<file path="config.mk">
export PLATFORM = sky130hd
export DESIGN_NAME = instr_sequencer_flat
export DESIGN_NICKNAME = d
export VERILOG_FILES = /design/src/rtl/instr_sequencer_if.sv /design/src/rtl/instr_sequencer.sv /design/src/flat_wrapper.sv
export SDC_FILE = /design/constraint.sdc
export NUM_CORES = 1
export LEC_CHECK = 0
export CAP_MARGIN = 20
export CORE_MARGIN = 2
export CORE_UTILIZATION = 52
export CTS_CLUSTER_DIAMETER = 100
export CTS_CLUSTER_SIZE = 20
export DETAILED_ROUTE_END_ITERATION = 7
export GPL_ROUTABILITY_DRIVEN = 0
export PLACE_DENSITY = 0.87
export SYNTH_ARGS = -nofsm -noshare
export SYNTH_HDL_FRONTEND = slang
export SYNTH_SLANG_ARGS = --single-unit
</file>
<file path="constraint.sdc">
create_clock -name clk -period 3.53 [get_ports clk]
set_input_delay 0.5295 -clock clk [delete_from_list [all_inputs] [get_ports clk]]
set_output_delay 0.5295 -clock clk [all_outputs]
set_load 0.01 [all_outputs]
</file>
<file path="src/rtl/instr_sequencer_if.sv">
// Memory-bus handshake between instr_sequencer (master) and the single-port memory (slave).
interface instr_sequencer_if;
    logic mem_req;
    logic mem_we;
    logic mem_ifetch;
    logic mem_ready;

    modport master (output mem_req, output mem_we, output mem_ifetch, input mem_ready);
    modport slave  (input mem_req, input mem_we, input mem_ifetch, output mem_ready);
endinterface

</file>
<file path="src/rtl/instr_sequencer.sv">
// instr_sequencer: multi-cycle FETCH/DECODE/EXEC/MEM/WB sequencer for the WRAMP core.
// Define SEQ_TRAP_EN to build the TRAP state (illegal opcodes and bus timeouts vector to a trap).
module instr_sequencer #(
    parameter int MEM_TIMEOUT = 255,
    parameter int CNT_W       = 32
) (
    input  logic                     clk,
    input  logic                     rst,
    instr_sequencer_if.master        bus,
    input  logic [3:0]               op_code,
    input  logic                     lw,
    input  logic                     sw,
    input  logic                     jump,
    input  logic                     jal,
    input  logic                     jr,
    input  logic                     beqz,
    input  logic                     bnez,
    input  logic                     reg_write,
    input  logic                     src_zero,
    output logic                     ir_load,
    output logic                     pc_load,
    output logic [1:0]               pc_sel,
    output logic                     rf_write,
    output logic [1:0]               rf_wsel,
    output logic                     bus_err,
    output logic                     trap,
    output logic [2:0]               state,
    output logic [CNT_W-1:0]         retired
);
    localparam int TO_W = (MEM_TIMEOUT < 1) ? 1 : $clog2(MEM_TIMEOUT + 1);

    typedef enum logic [2:0] {
        S_FETCH = 3'd0, S_DECODE = 3'd1, S_EXEC = 3'd2,
        S_MEM   = 3'd3, S_WB     = 3'd4, S_TRAP = 3'd5
    } state_e;

    typedef enum logic [2:0] {
        C_NOP, C_ALU, C_MEM, C_JAL, C_JR, C_JUMP, C_BEQZ, C_BNEZ
    } cls_e;

    localparam logic [1:0] PC_INC = 2'd0, PC_IMM = 2'd1, PC_REG = 2'd2, PC_VEC = 2'd3;
    localparam logic [1:0] WS_ALU = 2'd0, WS_MEM = 2'd1, WS_LINK = 2'd2;

`ifdef SEQ_TRAP_EN
    localparam state_e ERR_NEXT = S_TRAP;
`else
    localparam state_e ERR_NEXT = S_FETCH;
`endif

    state_e            state_q, state_d;
    logic [TO_W-1:0]   to_cnt_q, to_cnt_d;
    logic [CNT_W-1:0]  retired_q, retired_d;
    logic              illegal, bus_state, timeout, retire;
    cls_e              cls;

    // Register writes are implied by the operation class, so the decoded flag is not needed.
    logic unused_decode;
    assign unused_decode = reg_write;

    assign illegal   = (op_code == 4'b0010) || (op_code == 4'b0111) || (op_code[3:2] == 2'b11);
    assign bus_state = (state_q == S_FETCH) || (state_q == S_MEM);
    assign timeout   = bus_state && !bus.mem_ready && (to_cnt_q == TO_W'(MEM_TIMEOUT));

    always_comb begin
        if (illegal)                                                   cls = C_NOP;
        else if (op_code == 4'b0000 || op_code == 4'b0001 || op_code == 4'b0011) cls = C_ALU;
        else if (lw || sw)                                             cls = C_MEM;
        else if (jal)                                                  cls = C_JAL;
        else if (jr)                                                   cls = C_JR;
        else if (jump)                                                 cls = C_JUMP;
        else if (beqz)                                                 cls = C_BEQZ;
        else if (bnez)                                                 cls = C_BNEZ;
        else                                                           cls = C_NOP;
    end

    // NOTE: sequential state is updated with non-blocking assignments only; reset is sampled on the edge.
    always_ff @(posedge clk) begin
        if (rst) begin
            state_q   <= S_FETCH;
            to_cnt_q  <= '0;
            retired_q <= '0;
        end else begin
            state_q   <= state_d;
            to_cnt_q  <= to_cnt_d;
            retired_q <= retired_d;
        end
    end

    always_comb begin
        state_d   = state_q;
        to_cnt_d  = (bus_state && !bus.mem_ready && !timeout) ? to_cnt_q + TO_W'(1) : '0;
        retired_d = retired_q + CNT_W'(retire);
        case (state_q)
            S_FETCH:  if (bus.mem_ready) state_d = S_DECODE;
                      else if (timeout)  state_d = ERR_NEXT;
            S_DECODE: begin
                state_d = S_EXEC;
`ifdef SEQ_TRAP_EN
                if (illegal) state_d = S_TRAP;
`endif
            end
            S_EXEC:   if (cls == C_ALU)      state_d = S_WB;
                      else if (cls == C_MEM) state_d = S_MEM;
                      else                   state_d = S_FETCH;
            S_MEM:    if (bus.mem_ready) state_d = lw ? S_WB : S_FETCH;
                      else if (timeout)  state_d = ERR_NEXT;
            default:  state_d = S_FETCH;
        endcase
    end

    // NOTE: every output gets a default before the case so no latch is inferred.
    always_comb begin
        bus.mem_req    = 1'b0;
        bus.mem_we     = 1'b0;
        bus.mem_ifetch = 1'b0;
        ir_load        = 1'b0;
        pc_load        = 1'b0;
        pc_sel         = PC_INC;
        rf_write       = 1'b0;
        rf_wsel        = WS_ALU;
        bus_err        = 1'b0;
        trap           = 1'b0;
        retire         = 1'b0;
        if (!rst) begin
            bus_err = timeout;
            case (state_q)
                S_FETCH: begin
                    bus.mem_req    = 1'b1;
                    bus.mem_ifetch = 1'b1;
                    ir_load        = bus.mem_ready;
`ifndef SEQ_TRAP_EN
                    pc_load        = timeout;
`endif
                end
                S_EXEC: begin
                    pc_load = (cls != C_ALU) && (cls != C_MEM);
                    retire  = pc_load;
                    case (cls)
                        C_JAL:   begin pc_sel = PC_IMM; rf_write = 1'b1; rf_wsel = WS_LINK; end
                        C_JR:    pc_sel = PC_REG;
                        C_JUMP:  pc_sel = PC_IMM;
                        C_BEQZ:  pc_sel = src_zero ? PC_IMM : PC_INC;
                        C_BNEZ:  pc_sel = src_zero ? PC_INC : PC_IMM;
                        default: pc_sel = PC_INC;
                    endcase
                end
                S_MEM: begin
                    bus.mem_req = 1'b1;
                    bus.mem_we  = sw;
                    if (bus.mem_ready && !lw) begin
                        pc_load = 1'b1;
                        retire  = 1'b1;
                    end
`ifndef SEQ_TRAP_EN
                    else if (timeout) pc_load = 1'b1;
`endif
                end
                S_WB: begin
                    rf_write = 1'b1;
                    rf_wsel  = lw ? WS_MEM : WS_ALU;
                    pc_load  = 1'b1;
                    retire   = 1'b1;
                end
`ifdef SEQ_TRAP_EN
                S_TRAP: begin
                    trap    = 1'b1;
                    pc_load = 1'b1;
                    pc_sel  = PC_VEC;
                end
`endif
                default: ;
            endcase
        end
    end

    assign state   = state_q;
    assign retired = retired_q;
endmodule

</file>
<file path="src/flat_wrapper.sv">
// flat-port wrapper written by rule: the top's interface ports become plain ports
module instr_sequencer_flat 
#(
    parameter int MEM_TIMEOUT = 255,
    parameter int CNT_W       = 32
)
  (clk, rst, op_code, lw, sw, jump, jal, jr, beqz, bnez, reg_write, src_zero, ir_load, pc_load, pc_sel, rf_write, rf_wsel, bus_err, trap, state, retired, bus_mem_req, bus_mem_we, bus_mem_ifetch, bus_mem_ready);
  instr_sequencer_if bus_i ();
  input  logic clk;
  input  logic rst;
  input  logic [3:0] op_code;
  input  logic lw;
  input  logic sw;
  input  logic jump;
  input  logic jal;
  input  logic jr;
  input  logic beqz;
  input  logic bnez;
  input  logic reg_write;
  input  logic src_zero;
  output logic ir_load;
  output logic pc_load;
  output logic [1:0] pc_sel;
  output logic rf_write;
  output logic [1:0] rf_wsel;
  output logic bus_err;
  output logic trap;
  output logic [2:0] state;
  output logic [CNT_W-1:0] retired;
  output wire logic [$bits(bus_i.mem_req)-1:0] bus_mem_req;
  output wire logic [$bits(bus_i.mem_we)-1:0] bus_mem_we;
  output wire logic [$bits(bus_i.mem_ifetch)-1:0] bus_mem_ifetch;
  input wire logic [$bits(bus_i.mem_ready)-1:0] bus_mem_ready;
  assign bus_mem_req = bus_i.mem_req;
  assign bus_mem_we = bus_i.mem_we;
  assign bus_mem_ifetch = bus_i.mem_ifetch;
  assign bus_i.mem_ready = bus_mem_ready;
  instr_sequencer #(.MEM_TIMEOUT(MEM_TIMEOUT), .CNT_W(CNT_W)) u_core (.clk(clk), .rst(rst), .bus(bus_i), .op_code(op_code), .lw(lw), .sw(sw), .jump(jump), .jal(jal), .jr(jr), .beqz(beqz), .bnez(bnez), .reg_write(reg_write), .src_zero(src_zero), .ir_load(ir_load), .pc_load(pc_load), .pc_sel(pc_sel), .rf_write(rf_write), .rf_wsel(rf_wsel), .bus_err(bus_err), .trap(trap), .state(state), .retired(retired));
endmodule
</file>
* After elaboration in Yosys (flattened, before gate mapping) *
Index checks and enable logic that the tools add are counted.

word-level totals
  bits in registers = 43
  bits of input ports = 16
  output and inout bits = 47

cells by class
  add/subtract/negate cells = 2
  equality and inequality tests = 19
  mux-type cells = 43
  bitwise gates (word level) = 1
  reduce and logical (&&, ||, !) cells = 19

operator list
  kind                                                                      count
  3-bit two-way mux                                                         13
  32-bit by 1-bit adder with 32-bit output                                  1
  1-bit two-way mux                                                         19
  3-bit == test (second input constant)                                     5
  3-bit by 2-bit == test with 1-bit output (second input constant)          4
  3-bit case mux with 4 select lines                                        1
  2-bit two-way mux                                                         5
  8-bit by 1-bit adder with 8-bit output (second input constant)            1
  4-bit by 2-bit == test with 1-bit output (second input constant)          2
  8-bit == test (second input constant)                                     1
  2-bit case mux with 4 select lines                                        1
  3-bit by 1-bit == test with 1-bit output (second input constant)          2
  1-bit logical OR                                                          6
  2-bit OR reduction                                                        3
  1-bit logical AND                                                         5
  4-bit by 1-bit == test with 1-bit output (second input constant)          1
  4-bit by 3-bit == test with 1-bit output (second input constant)          1
  4-bit logical NOT                                                         1
  1-bit case mux with 4 select lines                                        1
  2-bit case mux with 2 select lines                                        1
  1-bit logical NOT                                                         3
  3-bit logical NOT                                                         1
  3-bit by 1-bit inequality test with 1-bit output (second input constant)  1
  3-bit by 2-bit inequality test with 1-bit output (second input constant)  1
  other kinds (4)                                                           4

* Logic depth before layout (Yosys ltp) *
  depth in word-level cells = 13
  depth in mapped cells = 11

* Worst setup path after synthesis *
Ideal clock, no wire load.

  path type = input to register
  from = input op_code[0]
  to = register u_core.retired_q[30] (netlist: u_core.retired[30])
  library setup time = 0.123 ns
  data arrival time = 2.282 ns
  required time = 3.407 ns
  slack = 1.125 ns
  stages = 9
  buffers on the path = 0
  cells stage by stage = nand2b_1 a211oi_1 o21ai_0 a21oi_1 ha_1 nand4_4 nor3_4 and2_1 mux2_1

between the ends
  cells in the longest elaborated chain, start to end = 10
  elaborated cells between the ends (all ways) = 17
  classes of those cells = add/sub (1); eq/ne (6); mux (4); reduce/logical (6)

RTL lines
  element                                                                                                               RTL line                text
  from (decl)                                                                                                           flat_wrapper.sv:11      input logic [3:0] op_code;
  4-bit by 1-bit == test with 1-bit output or 4-bit logical NOT (tied branches)                                         instr_sequencer.sv:66   else if (op_code == 4'b0000 || op_code == 4'b0001 || op_code == 4'b0011) cls = C_ALU;
  1-bit logical OR (2 in series)                                                                                        instr_sequencer.sv:66
  3-bit two-way mux                                                                                                     instr_sequencer.sv:66
  3-bit two-way mux (*)                                                                                                 instr_sequencer.sv:65   if (illegal) cls = C_NOP;
  3-bit by 1-bit inequality test with 1-bit output or 3-bit by 2-bit inequality test with 1-bit output (tied branches)  instr_sequencer.sv:136  pc_load = (cls != C_ALU) && (cls != C_MEM);
  1-bit logical AND (*)                                                                                                 instr_sequencer.sv:136
  1-bit case mux with 3 select lines (*)                                                                                instr_sequencer.sv:126  case (state_q)
  1-bit two-way mux (*)                                                                                                 instr_sequencer.sv:124  if (!rst) begin
  32-bit by 1-bit adder with 32-bit output (*)                                                                          instr_sequencer.sv:92   retired_d = retired_q + CNT_W'(retire);
  to (signal assigned)                                                                                                  instr_sequencer.sv:85   retired_q <= retired_d;
  to (decl)                                                                                                             instr_sequencer.sv:52   logic [CNT_W-1:0] retired_q, retired_d;

Mark *: on every way between the ends. The rest lies on a longest branch, timed or not.
A chain may end at the register's enable or synchronous reset.

* Worst setup path in the final report *
  from = input op_code[2]
  to = output pc_sel[0]

between the ends
  cells in the longest elaborated chain, start to end = 10
  elaborated cells between the ends (all ways) = 21
  classes of those cells = eq/ne (10); mux (5); reduce/logical (6)

RTL lines
  element                                                                        RTL line                text
  4-bit by 1-bit == test with 1-bit output or 4-bit logical NOT (tied branches)  instr_sequencer.sv:66
  1-bit logical OR (2 in series)                                                 instr_sequencer.sv:66
  3-bit two-way mux                                                              instr_sequencer.sv:66
  3-bit two-way mux (*)                                                          instr_sequencer.sv:65
  3-bit by 2-bit == test with 1-bit output or 3-bit == test (tied branches)      instr_sequencer.sv:138  case (cls)
  2-bit OR reduction (no source line)                                            n/a
  2-bit case mux with 4 select lines (*)                                         instr_sequencer.sv:138
  2-bit two-way mux (*)                                                          instr_sequencer.sv:126
  2-bit two-way mux (*)                                                          instr_sequencer.sv:124
  to (decl)                                                                      flat_wrapper.sv:23      output logic [1:0] pc_sel;

Marked as above.

==> qor.csv <==
metric;value;unit
synth_seq_area_share;36.91;%
clock-sinks;43;
place_ws;0.3399;ns
min_delay_path_depth;1;
dieWidth;70.97;um
start_util;53.94;%
drv_slew;0;
avgSynthCellArea;8.481;um^2
syn-num-nets;294;
yosysUniqueCellTypes;46;
wl;4977;um
min_to;u_core.to_cnt_q[0]$_SDFF_PP0_;
critPathKind;in -> out;
end_kind;output port;
first_global_vias;1926;
rr_endpoint;u_core.retired[30]$_SDFF_PP0_;
post_drt_wl_per_cell;13.03;um
min_path_type;reg -> reg;
path_buf_inv;2;
hold_viol;0;
final_cell_mix;clkdlybuf4s50_1, nor2_1, dfxtp_1;
synth_cells;275;
clk_path_buf_depth;2;
drtIter0Drc;164;
final_common_cell;clkdlybuf4s50_1;
r2r.worst_path.cells;9;
numCtsBuffers;5;
post-route-min-period;3.187;ns
ios;63;
cp_common_cell;clkdlybuf4s50_1;
cts_hold_buf;0;
rsz0062_at_grt;no;
max_freq;313.7;MHz
slowest_stage;clkdlybuf4s50_1;
drive_gt1_share;7.273;%
cp-start-kind;input pin;
crit_required;3.00;ns
antenna_found_initial;0;
power_density;309.7;nW/um^2
p_leak;1.021;nW
ant_nets;0;
worstPathArrival;2.66;ns
crit_chain;clkdlybuf4s50_1, nor2b_1, a21oi_1, nor2_1, nand2_1, o32ai_1, clkdlybuf4s50_1;
dpl.hpwl;3710;um
fp.dieH;70.97;um
fin_crit_sh;90.30;%
setup_viol;0;
clk_pin_slew;0.07;ns
setup_tns;0;ns
ir_drop;0.0001963;V
grt-ovfl-total;0;
crit_fanout;7;
hold_slack;0.4694;ns
reg2reg_from;u_core.state[0]$_SDFF_PP0_;
vias;2083;
cts_resized;0;
finalWorstSetupSlack;0.3426;ns
track_usage;20.97;%
fp-row-count;24;
vias_per_cell;5.453;
nNetsFinal;349;
route.detailed.drc;0;
htreeDepth;2;
drv_cap;0;
clock_latency;0.30;ns
die_area;5037;um^2
stdcell_count;382;
seq_area;860.8;um^2
post_cts_buffers;0;
cts_tree;built;
syn_area;2332;um^2
core_area;4324;um^2
grt_pass1_wl;8473;um
antenna_cells;0;
hold_path_startpoint;u_core.to_cnt_q[0]$_SDFF_PP0_;
area_growth;30.36;%
clock_skew;0.01033;ns
portBuffers;60;
nFillCells;333;
cts_root_buffer;clkbuf_8;
ys_ff_latch;43;
status;complete, no violations;
rrSetupSlack;1.00;ns
cp_top_family;buffers and inverters;
max_stage_delay;0.62;ns
place_inst;375;
yosysWarnings;0;
multi_input_area;1366;um^2
grt_start_max_net_pins;34;
firstDrtPassIters;4;
[cell families after synthesis]
logic type	after synthesis	synth area share (%)
mux	2	0.9120
flops	43	36.91
simple gates	145	36.11
fa+ha+maj	3	1.610
buf+inv	22	4.506
compound gates	25	7.029
xor+xnor	34	12.77
other cells	1	0.1608
[state kept, by name, indices dropped and copies added (netlist names)]
signal,count
u_core.state,3
u_core.to_cnt_q,8
u_core.retired,32
[layout make-up]
class                   count  share of cell area [%]
flip-flops and latches     43                   28.31
repair buffers             62                   20.25
inverters                   8                  0.9877
multi-input cells         210                   44.94
clock buffers               6                   2.387
clock inverters             1                  0.9877
well taps                  52                   2.140
[stage by stage]
step / area (um^2) / util [%] / total power, mW
after floorplan: 2332 / - / 0.5482
after global placement: 2938 / 67.94 / 0.5855
after detailed placement: 2938 / 67.94 / 0.5861
after CTS: 3040 / 70.31 / 0.9477
after global routing: 3040 / 70.31 / 0.9803
final: 3040 / 70.31 / 0.9416
[worst reg2reg max path, delay by kind of cell (launching register included)]
kind,cells,cell delay [ns]
AOI/OAI and AO/OA,2,0.31
adders and majority gates,1,0.32
DFF,1,0.59
muxes,1,0.31
and+or+nand+nor,5,0.90
[synthesized netlist by cell type (all sizes together)]
cell type,count,share of area (%)
nand4b,2,0.75
a21boi,1,0.32
a211oi,5,1.6
nand4,10,4.0
o211ai,1,0.32
xnor2,18,6.8
o31a,1,0.38
or2,1,0.27
a21oi,8,1.7
nor2,48,7.7
o21ai,4,0.86
nand3b,1,0.32
a22oi,1,0.32
and3,2,0.54
nand2,18,2.9
nor4b,2,0.75
nand3,16,4.0
nand2b,6,1.9
nor4,8,3.8
or3,4,1.1
o32ai,1,0.38
conb,1,0.16
o21bai,1,0.32
inv,8,1.3
nor3,12,3.7
and2,5,1.3
a31o,1,0.38
nor2b,6,1.6
ha,3,1.6
buf,7,2.1
and4,4,1.5
xor2,16,6.0
mux2i,1,0.43
dfxtp,43,37
mux2,1,0.48
o311a,1,0.43
clkbuf,7,1.1
[worst max path at each step]
stage	from	depth (start not counted)	end	slack, ns
global placement	op_code[2]	7	pc_sel[0]	0.44
detailed placement	op_code[2]	7	pc_sel[0]	0.34
finish	op_code[2]	7	pc_sel[0]	0.34
CTS	op_code[2]	7	pc_sel[0]	0.35
global route	op_code[2]	7	pc_sel[0]	0.21
floorplan	op_code[0]	9	u_core.retired[30]$_SDFF_PP0_	1.12
[power breakdown]
group          total (mW)  switching [mW]  internal, mW
combinational      0.0801          0.0387        0.0414
sequential          0.495         0.00691         0.488
clock               0.366           0.159         0.207
total               0.942           0.205         0.737
[metal layers]
| metal | global-route usage (%) | wire (um) | vias up | part of all wire (%) |
|---|---|---|---|---|
| met4 | 6.709 | 69 | 0 | 1.4 |
| li1 | - | - | 1054 | - |
| met2 | 35.93 | 2446 | 60 | 49 |
| met1 | 24.96 | 2149 | 961 | 43 |
| met5 | 0 | 0 | - | 0 |
| met3 | 6.695 | 312 | 8 | 6.3 |
No activity file was read; power rests on OpenSTA's default activity.
